### src/rtl/eth_axil_pkg.sv
// Shared types and constants for the AXI-Lite write arbiter.
// State encoding, BRESP codes and bus widths.
package eth_axil_pkg;

  localparam int AXI_ADDR_W = 32;
  localparam int AXI_DATA_W = 32;

  localparam logic [1:0] AXI_RESP_OKAY   = 2'b00;
  localparam logic [1:0] AXI_RESP_SLVERR = 2'b10;

  typedef enum logic [1:0] {
    IDLE      = 2'd0,
    ADDR_DATA = 2'd1,
    RESP      = 2'd2
  } state_e;

endpackage

### src/rtl/rr_arbiter.sv
// Combinational round-robin pick: first set request
// scanning circularly upward from ptr.
module rr_arbiter #(
  parameter int N_REQ = 3,
  parameter int IDX_W = 2
) (
  input  logic [N_REQ-1:0] req,
  input  logic [IDX_W-1:0] ptr,
  output logic [N_REQ-1:0] gnt,
  output logic [IDX_W-1:0] gnt_idx
);

  // Circular priority scan starting at ptr
  always_comb begin
    int   idx;
    logic found;
    gnt     = '0;
    gnt_idx = '0;
    found   = 1'b0;
    idx     = 0;
    for (int k = 0; k < N_REQ; k++) begin
      idx = (int'(ptr) + k) % N_REQ;
      if (!found && req[idx]) begin
        found    = 1'b1;
        gnt[idx] = 1'b1;
        gnt_idx  = IDX_W'(idx);
      end
    end
  end

endmodule

### src/rtl/axil_write_arbiter.sv
// Shares one AXI-Lite write master among N_REQ requesters,
// round-robin, one outstanding write, per-requester done pulse.
module axil_write_arbiter
  import eth_axil_pkg::*;
#(
  parameter int N_REQ     = 3,
  parameter int ERR_CNT_W = 8
) (
  input  logic                  aclk,
  input  logic                  areset,
  input  logic [N_REQ-1:0]      req_valid,
  input  logic [32*N_REQ-1:0]   req_addr,
  input  logic [32*N_REQ-1:0]   req_data,
  input  logic [4*N_REQ-1:0]    req_strb,
  output logic [N_REQ-1:0]      req_ready,
  output logic [N_REQ-1:0]      req_done,
  output logic [1:0]            req_resp,
  output logic                  busy,
  output logic [ERR_CNT_W-1:0]  err_count,
  output logic [AXI_ADDR_W-1:0] M_AXI_AWADDR,
  output logic                  M_AXI_AWVALID,
  input  logic                  M_AXI_AWREADY,
  output logic [AXI_DATA_W-1:0] M_AXI_WDATA,
  output logic [3:0]            M_AXI_WSTRB,
  output logic                  M_AXI_WVALID,
  input  logic                  M_AXI_WREADY,
  input  logic [1:0]            M_AXI_BRESP,
  input  logic                  M_AXI_BVALID,
  output logic                  M_AXI_BREADY
);

  localparam int IDX_W = (N_REQ > 1) ? $clog2(N_REQ) : 1;

  state_e               state_q, state_d;
  logic [IDX_W-1:0]     rr_ptr_q, rr_ptr_d;
  logic [IDX_W-1:0]     g_q, g_d;
  logic [31:0]          awaddr_q, awaddr_d;
  logic [31:0]          wdata_q, wdata_d;
  logic [3:0]           wstrb_q, wstrb_d;
  logic                 awvalid_q, awvalid_d;
  logic                 wvalid_q, wvalid_d;
  logic                 bready_q, bready_d;
  logic [N_REQ-1:0]     ready_q, ready_d;
  logic [N_REQ-1:0]     done_q, done_d;
  logic [1:0]           resp_q, resp_d;
  logic                 busy_q, busy_d;
  logic [ERR_CNT_W-1:0] err_q, err_d;

  logic [N_REQ-1:0]     gnt;
  logic [IDX_W-1:0]     gnt_idx;
  logic                 aw_done, w_done;

  rr_arbiter #(
    .N_REQ (N_REQ),
    .IDX_W (IDX_W)
  ) u_rr (
    .req     (req_valid),
    .ptr     (rr_ptr_q),
    .gnt     (gnt),
    .gnt_idx (gnt_idx)
  );

  assign aw_done = !awvalid_q || M_AXI_AWREADY;
  assign w_done  = !wvalid_q  || M_AXI_WREADY;

  // Next-state and registered-output computation
  always_comb begin
    state_d   = state_q;
    rr_ptr_d  = rr_ptr_q;
    g_d       = g_q;
    awaddr_d  = awaddr_q;
    wdata_d   = wdata_q;
    wstrb_d   = wstrb_q;
    awvalid_d = awvalid_q;
    wvalid_d  = wvalid_q;
    bready_d  = bready_q;
    ready_d   = '0;
    done_d    = '0;
    resp_d    = resp_q;
    err_d     = err_q;
    unique case (state_q)
      IDLE: begin
        if (|req_valid) begin
          g_d       = gnt_idx;
          awaddr_d  = req_addr[32*int'(gnt_idx) +: 32];
          wdata_d   = req_data[32*int'(gnt_idx) +: 32];
          wstrb_d   = req_strb[4*int'(gnt_idx) +: 4];
          awvalid_d = 1'b1;
          wvalid_d  = 1'b1;
          ready_d   = gnt;
          state_d   = ADDR_DATA;
        end
      end
      ADDR_DATA: begin
        if (M_AXI_AWREADY) awvalid_d = 1'b0;
        if (M_AXI_WREADY)  wvalid_d  = 1'b0;
        if (aw_done && w_done) begin
          bready_d = 1'b1;
          state_d  = RESP;
        end
      end
      RESP: begin
        if (M_AXI_BVALID && bready_q) begin
          bready_d    = 1'b0;
          done_d[g_q] = 1'b1;
          resp_d      = M_AXI_BRESP;
          if (M_AXI_BRESP != AXI_RESP_OKAY && err_q != '1)
            err_d = err_q + ERR_CNT_W'(1);
          rr_ptr_d = (g_q == IDX_W'(N_REQ-1)) ? '0
                                              : g_q + IDX_W'(1);
          state_d  = IDLE;
        end
      end
      default: state_d = IDLE;
    endcase
    busy_d = (state_d != IDLE);
  end

  // State and output registers, synchronous reset
  always_ff @(posedge aclk) begin
    if (areset) begin
      state_q   <= IDLE;
      rr_ptr_q  <= '0;
      g_q       <= '0;
      awaddr_q  <= '0;
      wdata_q   <= '0;
      wstrb_q   <= '0;
      awvalid_q <= 1'b0;
      wvalid_q  <= 1'b0;
      bready_q  <= 1'b0;
      ready_q   <= '0;
      done_q    <= '0;
      resp_q    <= '0;
      busy_q    <= 1'b0;
      err_q     <= '0;
    end else begin
      state_q   <= state_d;
      rr_ptr_q  <= rr_ptr_d;
      g_q       <= g_d;
      awaddr_q  <= awaddr_d;
      wdata_q   <= wdata_d;
      wstrb_q   <= wstrb_d;
      awvalid_q <= awvalid_d;
      wvalid_q  <= wvalid_d;
      bready_q  <= bready_d;
      ready_q   <= ready_d;
      done_q    <= done_d;
      resp_q    <= resp_d;
      busy_q    <= busy_d;
      err_q     <= err_d;
    end
  end

  assign req_ready     = ready_q;
  assign req_done      = done_q;
  assign req_resp      = resp_q;
  assign busy          = busy_q;
  assign err_count     = err_q;
  assign M_AXI_AWADDR  = awaddr_q;
  assign M_AXI_AWVALID = awvalid_q;
  assign M_AXI_WDATA   = wdata_q;
  assign M_AXI_WSTRB   = wstrb_q;
  assign M_AXI_WVALID  = wvalid_q;
  assign M_AXI_BREADY  = bready_q;

endmodule
### config.mk
export PLATFORM = sky130hd
export DESIGN_NAME = axil_write_arbiter
export DESIGN_NICKNAME = d
export VERILOG_FILES = /design/src/rtl/eth_axil_pkg.sv /design/src/rtl/rr_arbiter.sv /design/src/rtl/axil_write_arbiter.sv
export SDC_FILE = /design/constraint.sdc
export NUM_CORES = 1
export LEC_CHECK = 0
export ABC_AREA = 1
export ABC_CLOCK_PERIOD_IN_PS = 4100
export CORE_ASPECT_RATIO = 1.1
export CORE_MARGIN = 4
export CORE_UTILIZATION = 43
export DETAILED_ROUTE_END_ITERATION = 12
export PLACE_DENSITY = 0.95
export SLEW_MARGIN = 25
export SYNTH_ARGS = -nofsm -noshare
export SYNTH_HDL_FRONTEND = slang
export SYNTH_SLANG_ARGS = --single-unit
export TNS_END_PERCENT = 1
### constraint.sdc
create_clock -name aclk -period 4.1 [get_ports aclk]
set_clock_uncertainty 0.2 [all_clocks]
set_input_delay 0.82 -clock aclk [delete_from_list [all_inputs] [get_ports aclk]]
set_output_delay 0.82 -clock aclk [all_outputs]
set_load 0.05 [all_outputs]
==> impl_metrics.yaml <==
status:
  status: "completed"
drt:
  ant_nets: 0
  via_per_inst: 5.23
  vias: 6871
  dr.pass1.iters: 5
  drc_errors: 0
  wl_per_cell_um: 15.7
  drt_iter0_drc: 563
  routed_wl_um: 20600
setup_path:
  cpLargestDelayFamily: "buffers and inverters"
  max_stage_delay_ns: 0.71
  cp-start-kind: "input pin"
  critPathMaxFanout: 46
  crit_path_cell_trace: "clkdlybuf4s50_1, nand2_1, nand2_1, nand3_1, nand3b_2, nand3_4, inv_2, nand3_1, a21oi_1"
  path_buf_inv: 2
  endpoint_kind: "register"
  crit_arrival_ns: 3.21
  cp.required_ns: 4.17
  crit_type: "input pin to register"
  slowest_stage: "inv_2"
worst_hold_path:
  hold_path_class: "register to register"
cells_and_area:
  drive_above_1_share: 0.0372
  nets: 1374
  utilization: 0.701
  finalNonFillerCells: 1313
  final_common_cell: "clkdlybuf4s50_1"
  final_cell_mix: "301 x clkdlybuf4s50_1, 205 x nand2_1, 149 x inv_1"
  area_delta_synth_final_pct: 59.0
  diodes: 0
logic_synthesis:
  syn_inst: 885
  synth_largest_area_cell: "dfxtp_1"
  yosysTopAreaCellShare: 0.338
  ys_ff_latch: 94
  netlist_top_cells_area: "dfxtp_1 34%, nand2_1 14%, nand3_1 12%"
  syn-num-nets: 1108
  syn_area_mm2: 0.00557
  synth_warnings: 0
  avgSynthCellArea_um2: 6.30
  synth.distinct_cells: 29
  seq_area_frac_synth: 0.338
power_and_ir_drop:
  total_power_mw: 3.36
  p_leak_nw: 4.17
  power-per-cell-area_mw_per_mm2: 379
  vdd_drop_max_mv: 0.197
clock_network:
  clock_latency_ns: 0.34
  clk_pin_slew_ns: 0.07
  clockRootBuffer: "clkbuf_16"
  cts_hold_repair.buffers: 0
  cts_setup_buffers: 0
  numCtsBuffers: 9
  cts_buffer_depth: 2
  cts_tree: "yes"
  cts_resized: 0
  htree_levels: 3
  numClockSinks: 94
placed_design:
  gp_congestion: 0.858
  dp_hpwl_um: 14700
  placed_cells: 1297
  io_buffers: 301
floorplanning:
  num_rows: 43
  die_h_um: 127
  die_w_um: 117
  dieArea_mm2: 0.0148
  initial_core_util: 0.441
  coreArea_mm2: 0.0126
  io_pins: 302
sta:
  clock.fmax_ghz: 0.318
  slew_violations: 0
  min_period_ns: 3.14
  max_slew_margin: 0.398
  fin_crit_sh: 0.766
  hold_violations: 0
  rsz0062_at_grt: "no"
  setup_viol: 0
  worstMarginPinSlew_ns: 0.902
  tns_ns: 0
global_route:
  antenna_found_initial: 0
  grt_max_degree: 75
  gr-total-overflow: 0
  grt_pass1_wl_um: 31800
  grt_pass1_vias: 6738
  track_usage: 0.265
run:
  max-cap-violations: 0
-- routing by layer --
metal  vias to the layer above  global-route usage  part of all wire  wire length, µm
met5                         -                   0                 0                0
met4                         0               0.127             0.044              899
met3                        68              0.0753             0.094             1940
met2                       368               0.463              0.49            10100
met1                      3071               0.293              0.37             7730
li1                       3364                   -                 -                -
-- per-stage QoR --
step | hold WS (ns) | setup slack [ns] | instance area (µm²)
3_5_place_dp | 0.240 | 0.654 | 8570
6_report | 0.269 | 0.959 | 8860
3_3_place_gp | 0.236 | 0.750 | 8570
5_1_grt | 0.300 | 0.773 | 8860
4_1_cts | 0.272 | 0.973 | 8860
2_1_floorplan | 0.223 | 1.87 | 5570
-- power by group --
part	leakage [nW]	switching [mW]	internal (mW)	total (mW)
Combinational	3.26	0.882	0.538	1.42
Sequential	0.777	0.0673	1.04	1.11
Clock	0.140	0.403	0.426	0.829
Total	4.17	1.35	2.01	3.36
-- cells by family (layout without fill, tap and decap cells) --
kind of cell | after synthesis | in the layout | share of synthesized area
AOI/OAI and AO/OA | 191 | 191 | 0.181
xor gates and xnor gates | 2 | 2 | 0.00314
adders and majority gates | 9 | 9 | 0.0202
buffers and inverters | 212 | 483 | 0.160
DFF | 94 | 94 | 0.338
and+or+nand+nor | 377 | 377 | 0.298
-- final cells by class --
class                   count  area (µm²)
fillers                   967        3780
repair buffers            311        3100
multi-input cells         579        2810
flip-flops and latches     94        1880
inverters                 156         586
clock buffers               9         225
well taps                 157         196
clock inverters             7        65.1
-- worst min-delay path, cell delays in order, from the launching register on --
cell and delay (ns):
dfxtp_1 0.31, nand2_1 0.06, a21oi_1 0.05
-- cell usage after synthesis --
cell,n
a211o_1,1
a21oi_1,114
a31oi_1,3
buf_1,3
buf_2,17
buf_4,4
buf_6,8
clkbuf_1,24
dfxtp_1,94
ha_1,9
inv_1,150
inv_2,6
nand2_1,205
nand2_2,3
nand2_4,1
nand3_1,138
nand3_2,1
nand3_4,1
nand3b_2,1
nand4_4,1
nor2_1,18
nor2_2,1
nor3_1,6
nor3b_1,1
o2111ai_1,1
o211ai_1,14
o21ai_0,55
o22ai_1,3
xor2_1,2
-- state kept, by name, indices dropped and copies added, names as in the netlist --
register / count
M_AXI_AWADDR: 32
M_AXI_AWVALID: 1
M_AXI_BREADY: 1
M_AXI_WDATA: 32
M_AXI_WSTRB: 4
M_AXI_WVALID: 1
busy: 1
err_count: 8
g_q: 2
req_done: 3
req_ready: 3
req_resp: 2
rr_ptr_q: 2
state_q: 2
-- worst paths after layout --
path | startpoint | to | slack [ns] | cells past startpoint
max | req_valid[2] | M_AXI_WDATA[0]$_SDFFE_PP0N_ | 0.96 | 9
min | req_resp[1]$_SDFFE_PP0P_ | req_resp[1]$_SDFFE_PP0P_ | 0.27 | 2
max reg2reg | rr_ptr_q[0]$_SDFFE_PP0P_ | M_AXI_WDATA[0]$_SDFFE_PP0N_ | 1.07 | 11
min reg2reg | req_resp[1]$_SDFFE_PP0P_ | req_resp[1]$_SDFFE_PP0P_ | 0.27 | 2
Note: power is estimated with default switching activity, not from simulation.
